### src/rtl/ym_phase_seq_pkg.sv
// rtl/ym_phase_seq_pkg.sv - shared constants and debug FSM encoding for ym_phase_seq
// Contents: default MCLK-per-slot divider, default slots per frame, debug-read FSM states.
package ym_phase_seq_pkg;

    localparam int DEF_DIV   = 6;
    localparam int DEF_SLOTS = 24;

    typedef enum logic [1:0] {
        DBG_IDLE  = 2'd0,
        DBG_ARMED = 2'd1,
        DBG_LOAD  = 2'd2
    } dbg_state_t;

endpackage

### src/rtl/ym_phase_decode.sv
// rtl/ym_phase_decode.sv - phase index to registered c1/c2 clock enables plus dead-cycle flags
// Ports:
//   clk, reset        : master clock, synchronous active-high reset
//   en                : run enable; low forces c1/c2 low on the next cycle
//   p                 : phase being executed at this edge
//   c1, c2            : registered phase-1 / phase-2 enables for the coming cycle
//   dead_mid, dead_end: p sits on the gap after the c1 window / after the c2 window (wrap point)
module ym_phase_decode #(
    parameter int DIV = ym_phase_seq_pkg::DEF_DIV,
    parameter int PW  = $clog2(DIV)
) (
    input  logic          clk,
    input  logic          reset,
    input  logic          en,
    input  logic [PW-1:0] p,
    output logic          c1,
    output logic          c2,
    output logic          dead_mid,
    output logic          dead_end
);

    localparam logic [PW-1:0] C1_LAST  = PW'(DIV/2 - 2);
    localparam logic [PW-1:0] C2_FIRST = PW'(DIV/2);
    localparam logic [PW-1:0] C2_LAST  = PW'(DIV - 2);
    localparam logic [PW-1:0] P_MID    = PW'(DIV/2 - 1);
    localparam logic [PW-1:0] P_LAST   = PW'(DIV - 1);

    assign dead_mid = (p == P_MID);
    assign dead_end = (p == P_LAST);

    // The two windows are disjoint and each is followed by a gap phase,
    // so c1 and c2 can never overlap.
    always_ff @(posedge clk) begin
        if (reset) begin
            c1 <= 1'b0;
            c2 <= 1'b0;
        end else begin
            c1 <= en && (p <= C1_LAST);
            c2 <= en && (p >= C2_FIRST) && (p <= C2_LAST);
        end
    end

endmodule

### src/rtl/ym_phase_seq.sv
// rtl/ym_phase_seq.sv - two-phase clock-enable, slot and frame sequencer with debug-load FSM
// Ports:
//   MCLK, reset        : master clock, synchronous active-high reset
//   en                 : run enable; low freezes phase/slot and gates c1/c2/dbg_load
//   sync_in            : frame realign request, rising edge restarts at slot 0 phase 0
//   dbg_req            : request a debug-chain load in the next slot-0 c1 window
//   c1, c2             : non-overlapping phase enables
//   slot, frame_start  : slot index of the current cycle, high while slot is 0
//   dbg_load, dbg_ack  : debug chain load strobe and one-cycle completion pulse
module ym_phase_seq
    import ym_phase_seq_pkg::*;
#(
    parameter int DIV   = DEF_DIV,
    parameter int SLOTS = DEF_SLOTS
) (
    input  logic       MCLK,
    input  logic       reset,
    input  logic       en,
    input  logic       sync_in,
    input  logic       dbg_req,
    output logic       c1,
    output logic       c2,
    output logic [4:0] slot,
    output logic       frame_start,
    output logic       dbg_load,
    output logic       dbg_ack
);

    localparam int PW = $clog2(DIV);
    localparam logic [4:0] S_LAST = 5'(SLOTS - 1);

    // p_cnt/s_cnt hold the phase and slot to be executed at the next enabled
    // edge; the registered outputs always describe the phase just executed.
    logic [PW-1:0] p_cnt;
    logic [4:0]    s_cnt;
    logic [PW-1:0] e_p;
    logic [4:0]    e_s;
    logic          hist;
    logic          rise;
    logic          dead_mid;
    logic          dead_end;
    dbg_state_t    state;

    assign rise = sync_in && !hist;
    // A realign makes this very edge execute slot 0 phase 0.
    assign e_p  = rise ? '0 : p_cnt;
    assign e_s  = rise ? '0 : s_cnt;

    ym_phase_decode #(
        .DIV (DIV),
        .PW  (PW)
    ) u_decode (
        .clk      (MCLK),
        .reset    (reset),
        .en       (en),
        .p        (e_p),
        .c1       (c1),
        .c2       (c2),
        .dead_mid (dead_mid),
        .dead_end (dead_end)
    );

    always_ff @(posedge MCLK) begin
        if (reset) begin
            p_cnt       <= '0;
            s_cnt       <= '0;
            slot        <= '0;
            frame_start <= 1'b1;
            hist        <= 1'b0;
            state       <= DBG_IDLE;
            dbg_load    <= 1'b0;
            dbg_ack     <= 1'b0;
        end else begin
            hist     <= sync_in;
            dbg_load <= 1'b0;
            dbg_ack  <= 1'b0;

            if (en) begin
                slot        <= e_s;
                frame_start <= (e_s == '0);
                if (dead_end) begin
                    p_cnt <= '0;
                    s_cnt <= (e_s == S_LAST) ? '0 : e_s + 5'd1;
                end else begin
                    p_cnt <= e_p + PW'(1);
                    s_cnt <= e_s;
                end
            end else if (rise) begin
                // Realign while frozen: resume later from slot 0 phase 0.
                p_cnt       <= '0;
                s_cnt       <= '0;
                slot        <= '0;
                frame_start <= 1'b1;
            end

            case (state)
                DBG_IDLE: begin
                    // The cycle showing dbg_ack does not accept a new request.
                    if (dbg_req && !dbg_ack) state <= DBG_ARMED;
                end
                DBG_ARMED: begin
                    if (en && (e_p == '0) && (e_s == '0)) begin
                        state    <= DBG_LOAD;
                        dbg_load <= 1'b1;
                    end
                end
                DBG_LOAD: begin
                    if (rise) begin
                        state <= DBG_ARMED;
                    end else if (en) begin
                        // The gap after the c1 window ends the load.
                        if (dead_mid) begin
                            state   <= DBG_IDLE;
                            dbg_ack <= 1'b1;
                        end else begin
                            dbg_load <= 1'b1;
                        end
                    end
                end
                default: state <= DBG_IDLE;
            endcase
        end
    end

endmodule
### config.mk
export PLATFORM = sky130hd
export DESIGN_NAME = ym_phase_seq
export DESIGN_NICKNAME = d
export VERILOG_FILES = /design/src/rtl/ym_phase_seq_pkg.sv /design/src/rtl/ym_phase_decode.sv /design/src/rtl/ym_phase_seq.sv
export SDC_FILE = /design/constraint.sdc
export NUM_CORES = 1
export LEC_CHECK = 0
export CELL_PAD_IN_SITES_DETAIL_PLACEMENT = 1
export CELL_PAD_IN_SITES_GLOBAL_PLACEMENT = 1
export CORE_UTILIZATION = 43
export DETAILED_ROUTE_END_ITERATION = 7
export GPL_ROUTABILITY_DRIVEN = 0
export GPL_TIMING_DRIVEN = 0
export PLACE_DENSITY_LB_ADDON = 0.1
export SYNTH_ARGS = -nofsm -noshare
export SYNTH_HDL_FRONTEND = slang
export SYNTH_SLANG_ARGS = --single-unit
export TNS_END_PERCENT = 50
### constraint.sdc
create_clock -name MCLK -period 3.5 [get_ports MCLK]
set_clock_uncertainty 0.05 [all_clocks]
set_input_delay 0.525 -clock MCLK [delete_from_list [all_inputs] [get_ports MCLK]]
set_output_delay 0.525 -clock MCLK [all_outputs]
set_load 0.005 [all_outputs]
==> run_results.csv, run 1 <==
group,metric,value,unit
run_status,status,"finished, final reports clean",
routing,drt_drc_violations_left,0,
critical_path,critPathBufInv,2,
sta,fin_ws,0.848,ns
placed_design,place_ws,0.503,ns
critical_path,crit_start,"sync_in",
sta,slew_violations,0,
routing,wire_per_inst,14.3,µm
finish,drive_gt1_frac,0.114,
synthesis,ys.flop_type,"dfxtp_1",
sta,final_hold_viol_count,0,
placed_design,port_buffers,14,
pwr,p_per_area,401,mW/mm²
sta,fmax,0.377,GHz
grt,grt-ovfl-total,0,
worst_hold_path,hold_start,"slot[3]",
die,io_pins,15,
critical_path,cp_max_fo,10,
synthesis,async_flop_share,0,
die,fp.dieW,51.8,µm
routing,num_vias,850,
pwr,power,508,µW
grt,busiest_layer,"met2",
flow_run,cap_violations,0,
critical_path,cp_top_family,"simple AND/OR/NAND/NOR gates",
cts,cts.path.max_buffers,2,
finish,finish.instance_area,0.00127,mm²
critical_path,slowest_delay,0.53,ns
worst_hold_path,hold_class,"flip-flop to flip-flop",
critical_path,criticalPathCategory,"input pin to flip-flop",
synthesis,synth_top_cell_by_area,"dfxtp_1",
cts,path_clk_slew,0.11,ns
die,placementRows,17,
synthesis,synth-edff-count,0,
grt,grt_pass1_wl,3.97,mm
routing,viasPerCell,5.31,
synthesis,ys_warn_count,0,
die,start_util,0.468,
die,core_area,0.00228,mm²
cts,insertion_delay,0.32,ns
synthesis,avgSynthCellArea,9.34,µm²
synthesis,synthCells,114,
cts,root_buffer,"clkbuf_4",
synthesis,synth_cell_types,33,
cts,cts_resized,0,
cts,clock_sinks,21,
sta,rsz0062_at_grt,"no",
cts,numCtsBuffers,3,
finish,fin_cells,160,
cts,cts_setup_buffers,0,
placed_design,dp_hpwl,1.70,mm
critical_path,critPathRequiredTime,3.67,ns
sta,fin_crit,2.65,ns
critical_path,reg2reg_from,"hist",
pwr,vdd_ir_drop_max,0.000331,V
grt,grtUsageMet3,0.0556,
synthesis,ys_ff_latch,21,
grt,grt_pass1_vias,908,
sta,tns,0,ns
pwr,leakagePower,0.505,nW
finish,nets,144,
routing,first_pass_iters,4,
cts,h-tree-depth,1,
finish,antennaDiodeCount,0,
routing,drtAntennaViolNets,0,
sta,setup_viol,0,
grt,globalRouteTotalUtil,0.208,
synthesis,synth_area_leaders,"dfxtp_1, mux2i_1, ha_1",
grt,grt_use_met1,0.233,
critical_path,cp_cell_sequence,"clkdlybuf4s50_1 > nand2b_2 > buf_6 > nand2_1 > ha_1 > or4b_4 > a221oi_4 > o21bai_2 > mux2_4",
placed_design,placed_area,0.00124,mm²
routing,drt-initial-drc-count,7,
critical_path,cpMaxStageDelayCell,"clkdlybuf4s50_1",
sta,period_share,0.758,
synthesis,netlist.area_leader.share,0.395,
sta,worst_pin_slew,0.586,ns
grt,grt_max_degree,12,
finish,final_common_cell,"dfxtp_1",
placed_design,placedCellCount,156,
cts,postCtsHoldBufs,0,
synthesis,yosysSeqAreaShare,0.395,
critical_path,end_kind,"flip-flop",
grt,grtUsageMet2,0.355,
finish,layout_common_cells,"dfxtp_1, nor2_1, clkdlybuf4s50_1",
critical_path,critPathLaunchType,"input pin",
die,dieArea,0.00268,mm²
die,die_y,51.8,µm
critical_path,crit_arrival,2.82,ns
synthesis,synthesis.nets,125,
cts,cts_tree,"built",
grt,antenna_found_initial,0,
sta,relSlewSlack,0.610,
synthesis,synth_area,0.00106,mm²
finish,area_growth,18.9,%
routing,wirelength,2.28,mm
==> synthesized netlist by cell type, types with 2 or more instances <==
library cell and instances:
buf_6 2, nor3_1 2, nand3b_1 3, inv_1 6, nand2_1 13, xnor2_1 3
ha_1 6, nand2b_1 4, nor2_1 17, or3_1 4, mux2i_1 9, a21oi_1 3
dfxtp_1 21, nor2b_1 2
==> metrics by stage <==
stage	util	hold slack, ns
final	0.556	0.454
after global routing	0.556	0.489
after CTS	0.556	0.465
after detailed placement	0.545	0.438
after global placement	0.545	0.425
after floorplan	-	0.418
==> where the power goes <==
part / internal (mW) / total, mW / switching (mW)
Combinational: 0.0631 / 0.126 / 0.0633
Sequential: 0.251 / 0.263 / 0.0115
Clock: 0.0446 / 0.119 / 0.0744
Total: 0.359 / 0.508 / 0.149
==> flip-flops by register name, summed over array words and instances, names as in the netlist <==
name,flops
s_cnt,5
slot,5
p_cnt,3
state,2
dbg_ack,1
dbg_load,1
frame_start,1
hist,1
u_decode.c1,1
u_decode.c2,1
==> worst paths after layout <==
| kind | endpoint | slack [ns] | cells after the start |
|---|---|---|---|
| min | slot[3] | 0.45 | 2 |
| max | state[0] | 0.85 | 9 |
| max reg2reg | state[0] | 1.16 | 8 |
| min reg2reg | slot[3] | 0.45 | 2 |
==> worst min-delay path, stage by stage (launching register included) <==
cell     delay, ns
dfxtp_1       0.34
mux2i_1       0.06
nor2_1        0.07
==> layer usage <==
layer	routed length [µm]	vias up
met5	0	-
li1	-	421
met3	81	5
met2	1120	14
met1	1030	410
met4	42	0
==> layout make-up <==
cell class | instances | area, µm²
buffer | 4 | 30.0
clock buffer | 4 | 26.3
fill | 268 | 1010
inverter | 6 | 22.5
multi-input combinational | 83 | 592
sequential | 21 | 420
tap | 28 | 35.0
timing repair buffer | 14 | 140
==> cell families after synthesis <==
| group | share of synthesized area |
|---|---|
| and+or+nand+nor | 0.273 |
| DFF | 0.395 |
| muxes | 0.109 |
| buffers and inverters | 0.0493 |
| AOI/OAI and AO/OA | 0.0787 |
| adders and majority gates | 0.0705 |
| xor gates and xnor gates | 0.0247 |
(Power assumes the default switching activity.)
==> inputs of run 2 (changes only) <==
Settings changed: CORE_UTILIZATION 43 to 40.
Clock period 3.5 ns to 2.75 ns, I/O delays scaled along.
==> run_results.csv, run 2 (synthesized netlist as in run 1, its figures left out) <==
group,metric,value,unit
pwr,leakagePower,0.505,nW
sta,fin_hold_ws,0.464,ns
sta,rsz0062_at_grt,"no",
finish,layout_common_cells,"dfxtp_1, nor2_1, clkdlybuf4s50_1",
pwr,p_switching,183,µW
critical_path,critPathBufInv,2,
routing,wirelength,2.17,mm
cts,cts_resized,0,
sta,relSlewSlack,0.581,
sta,period_share,0.924,
finish,final_common_cell,"dfxtp_1",
finish,area_growth,19.2,%
finish,drive_gt1_frac,0.114,
sta,final_hold_viol_count,0,
finish,nets,144,
sta,fin_crit,2.54,ns
cts,path_clk_slew,0.12,ns
cts,cts.path.max_buffers,2,
finish,nFillCells,302,
sta,slew_violations,0,
grt,grt-ovfl-total,0,
finish,fin_cells,162,
routing,drtAntennaViolNets,0,
sta,fin_ws,0.210,ns
sta,worst_pin_slew,0.629,ns
critical_path,crit_arrival,2.70,ns
run_status,status,"finished, final reports clean",
worst_hold_path,hold_class,"flip-flop to flip-flop",
critical_path,cp_cell_sequence,"clkdlybuf4s50_1 > nand2b_2 > buf_6 > nand2_1 > ha_1 > or4b_4 > a221oi_4 > o21bai_2 > mux2_4",
pwr,p_seq_frac,0.522,
placed_design,port_buffers,14,
die,dieArea,0.00287,mm²
cts,numCtsBuffers,3,
die,start_util,0.426,
critical_path,cpMaxStageDelayCell,"clkdlybuf4s50_1",
routing,num_vias,848,
grt,antenna_found_initial,0,
routing,drt_drc_violations_left,0,
placed_design,place_ws,-0.142,ns
grt,grt_pass1_vias,831,
routing,first_pass_iters,4,
die,fp.dieW,53.6,µm
sta,fmax,0.394,GHz
cts,h-tree-depth,1,
critical_path,cp_max_fo,10,
routing,wire_per_inst,13.4,µm
cts,cts_setup_buffers,0,
die,placementRows,18,
critical_path,end_kind,"flip-flop",
pwr,vdd_ir_drop_max,0.000348,V
cts,insertion_delay,0.30,ns
critical_path,critPathLaunchType,"input pin",
die,core_area,0.00250,mm²
die,die_y,53.6,µm
routing,viasPerCell,5.23,
sta,setup_viol,0,
finish,largest_registers,"s_cnt x5, slot x5, p_cnt x3",
pwr,switching_share,0.287,
placed_design,placedCellCount,158,
cts,cts_tree,"built",
cts,postCtsHoldBufs,0,
die,io_pins,15,
pwr,power.internal,456,µW
critical_path,slowest_delay,0.53,ns
critical_path,critPathRequiredTime,2.91,ns
sta,tns,0,ns
cts,root_buffer,"clkbuf_4",
placed_design,dp_hpwl,1.73,mm
critical_path,criticalPathCategory,"input pin to flip-flop",
grt,grt_max_degree,12,
critical_path,ff2ff_path_depth,8,
finish,antennaDiodeCount,0,
critical_path,crit_cells,9,
pwr,p_comb_frac,0.249,
critical_path,cp_top_family,"buffers and inverters",
grt,globalRouteTotalUtil,0.179,
worst_hold_path,hold_depth,2,
cts,clock_sinks,21,
flow_run,cap_violations,0,
grt,grt_pass1_wl,3.64,mm
pwr,clkPwrFrac,0.229,
pwr,p_per_area,503,mW/mm²
routing,drt-initial-drc-count,6,
## run 2: cell type report
cell class              count  area (µm²)  area share
multi-input cells          83         592       0.466
flip-flops and latches     21         420       0.331
repair buffers             14         140       0.110
well taps                  30        37.5      0.0296
plain buffers               4        30.0      0.0237
clock buffers               4        26.3      0.0207
inverters                   6        22.5      0.0178
## run 2: worst reg2reg max path: cells and delay by family (launching register included)
family / cells / cell delay (ns)
AND/OR/NAND/NOR: 3 / 0.77
AO/OA/AOI/OAI: 2 / 0.46
flip-flops: 1 / 0.33
multiplexers: 1 / 0.29
adder cells (fa/ha/maj): 1 / 0.18
buffers and inverters: 1 / 0.14
## run 2: final timing paths
check	start	to	slack (ns)
max	sync_in	state[0]	0.21
min	slot[4]	slot[4]	0.46
max reg2reg	hist	state[0]	0.42
min reg2reg	slot[4]	slot[4]	0.46
## run 2: metrics by stage
stage          total power, mW  instance area [µm²]  utilization
5_1_grt                  0.682                 1270        0.508
6_report                 0.639                 1270        0.508
4_1_cts                  0.652                 1270        0.508
3_5_place_dp             0.502                 1240        0.497
3_3_place_gp             0.496                 1240        0.497
2_1_floorplan            0.463                 1060            -
## run 2: power groups by stage
stage | clock network, mW | registers [mW] | logic (mW)
after floorplan | 0 | 0.337 | 0.126
after global placement | 0 | 0.339 | 0.157
after detailed placement | 0 | 0.340 | 0.161
after CTS | 0.156 | 0.333 | 0.162
after global routing | 0.164 | 0.337 | 0.181
final | 0.147 | 0.333 | 0.159
## run 2: per-layer routing
metal / global-route usage / part of all wire
met1: 0.207 / 0.43
met2: 0.325 / 0.53
met5: 0 / 0
met3: 0.0508 / 0.025
met4: 0.0395 / 0.0069
==> inputs of run 3 (changes only) <==
Settings changed: CORE_UTILIZATION 40 to 35, CTS_CLUSTER_SIZE set to 8.
==> run_results.csv, run 3 (synthesized netlist as in run 1, its figures left out) <==
group,metric,value,unit
finish,nFillCells,336,
sta,fin_crit,2.59,ns
finish,largest_registers,"s_cnt x5, slot x5, p_cnt x3",
placed_design,dp_hpwl,1.74,mm
finish,register_area,420,µm²
sta,relSlewSlack,0.578,
cts,h-tree-depth,1,
pwr,vdd_ir_drop_max,0.000251,V
routing,drt_drc_violations_left,0,
sta,period_share,0.943,
grt,globalRouteTotalUtil,0.155,
routing,drt-initial-drc-count,11,
cts,cts_tree,"built",
sta,fmax,0.386,GHz
cts,cts_resized,0,
sta,rsz0062_at_grt,"no",
placed_design,place_ws,-0.191,ns
routing,num_vias,851,
routing,drtAntennaViolNets,0,
cts,insertion_delay,0.30,ns
finish,final_common_cell,"dfxtp_1",
grt,grt_pass1_wl,3.87,mm
critical_path,criticalPathCategory,"input pin to flip-flop",
critical_path,critPathRequiredTime,2.91,ns
sta,slew_violations,0,
finish,multiInputGateArea,592,µm²
sta,fin_ws,0.158,ns
critical_path,ff2ff_setup_slack,0.36,ns
finish,nets,144,
die,core_area,0.00283,mm²
grt,grt-ovfl-total,0,
critical_path,end_kind,"flip-flop",
die,dieArea,0.00327,mm²
finish,layout_common_cells,"dfxtp_1, nor2_1, clkdlybuf4s50_1",
critical_path,cp_max_fo,10,
placed_design,placed_area,0.00124,mm²
flow_run,cap_violations,0,
cts,path_clk_slew,0.12,ns
critical_path,slowest_delay,0.53,ns
routing,wirelength,2.28,mm
critical_path,cpMaxStageDelayCell,"clkdlybuf4s50_1",
cts,numCtsBuffers,3,
worst_hold_path,hold_class,"flip-flop to flip-flop",
finish,antennaDiodeCount,0,
die,start_util,0.376,
grt,antenna_found_initial,0,
cts,cts.path.max_buffers,2,
critical_path,cp_cell_sequence,"clkdlybuf4s50_1 > nand2b_2 > buf_6 > nand2_1 > ha_1 > or4b_4 > a221oi_4 > o21bai_2 > mux2_4",
cts,postCtsHoldBufs,0,
grt,grt_pass1_vias,849,
die,io_pins,15,
sta,setup_viol,0,
die,fp.dieW,57.2,µm
sta,worst_pin_slew,0.633,ns
finish,drive_gt1_frac,0.121,
cts,clock_sinks,21,
grt,grt_max_degree,13,
die,die_y,57.2,µm
critical_path,critPathLaunchType,"input pin",
cts,root_buffer,"clkbuf_4",
sta,final_hold_viol_count,0,
pwr,leakagePower,0.508,nW
routing,first_pass_iters,4,
routing,viasPerCell,5.22,
critical_path,cp_top_family,"simple AND/OR/NAND/NOR gates",
critical_path,critPathBufInv,2,
die,placementRows,19,
finish,finish.instance_area,0.00127,mm²
run_status,status,"finished, final reports clean",
routing,wire_per_inst,14.0,µm
finish,area_growth,19.4,%
pwr,p_per_area,510,mW/mm²
cts,cts_setup_buffers,0,
critical_path,crit_arrival,2.75,ns
placed_design,port_buffers,14,
[run 3: cell count changes in the layout (fill, tap and decap cells not counted), sizes merged]
cell,change
clkbuf,-1
clkinv,+1
[run 3: worst paths after layout]
| check | start | end | cells after the start |
|---|---|---|---|
| max | sync_in | state[0] | 9 |
| min reg2reg | slot[2] | slot[2] | 2 |
| max reg2reg | hist | state[0] | 8 |
| min | slot[2] | slot[2] | 2 |
[run 3: power by group]
part	internal [mW]	total (mW)	leakage, nW	switching, mW
Clock	0.0542	0.153	0.0177	0.0992
Sequential	0.320	0.333	0.170	0.0136
Combinational	0.0801	0.161	0.320	0.0813
[run 3: area by class of cell]
cell class | count | area share
repair buffers | 14 | 0.110
multi-input cells | 83 | 0.466
well taps | 31 | 0.0305
flip-flops and latches | 21 | 0.331
clock inverters | 1 | 0.00394
plain buffers | 4 | 0.0236
inverters | 6 | 0.0177
clock buffers | 3 | 0.0177
[run 3: metal layers]
metal / GRT usage / up-vias / part of all wire
li1: - / 423 / -
met1: 0.195 / 416 / 0.49
met2: 0.267 / 10 / 0.48
met3: 0.0272 / 2 / 0.024
met4: 0.0523 / 0 / 0.0083
met5: 0 / - / 0
[run 3: worst register-to-register path: stages (launching register included)]
cell      delay [ns]
dfxtp_1         0.34
nand2b_2        0.18
buf_6           0.14
nand2_1         0.11
ha_1            0.20
or4b_4          0.49
a221oi_4        0.38
o21bai_2        0.10
mux2_4          0.30
[run 3: per-stage QoR]
stage	util	hold slack [ns]	TNS [ns]	power [mW]	std cells
floorplan	-	0.418	0	0.463	114
global placement	0.440	0.426	-0.153	0.498	159
detailed placement	0.440	0.442	-0.268	0.504	159
CTS	0.449	0.475	0	0.661	163
global route	0.449	0.503	0	0.688	163
finish	0.449	0.466	0	0.648	163
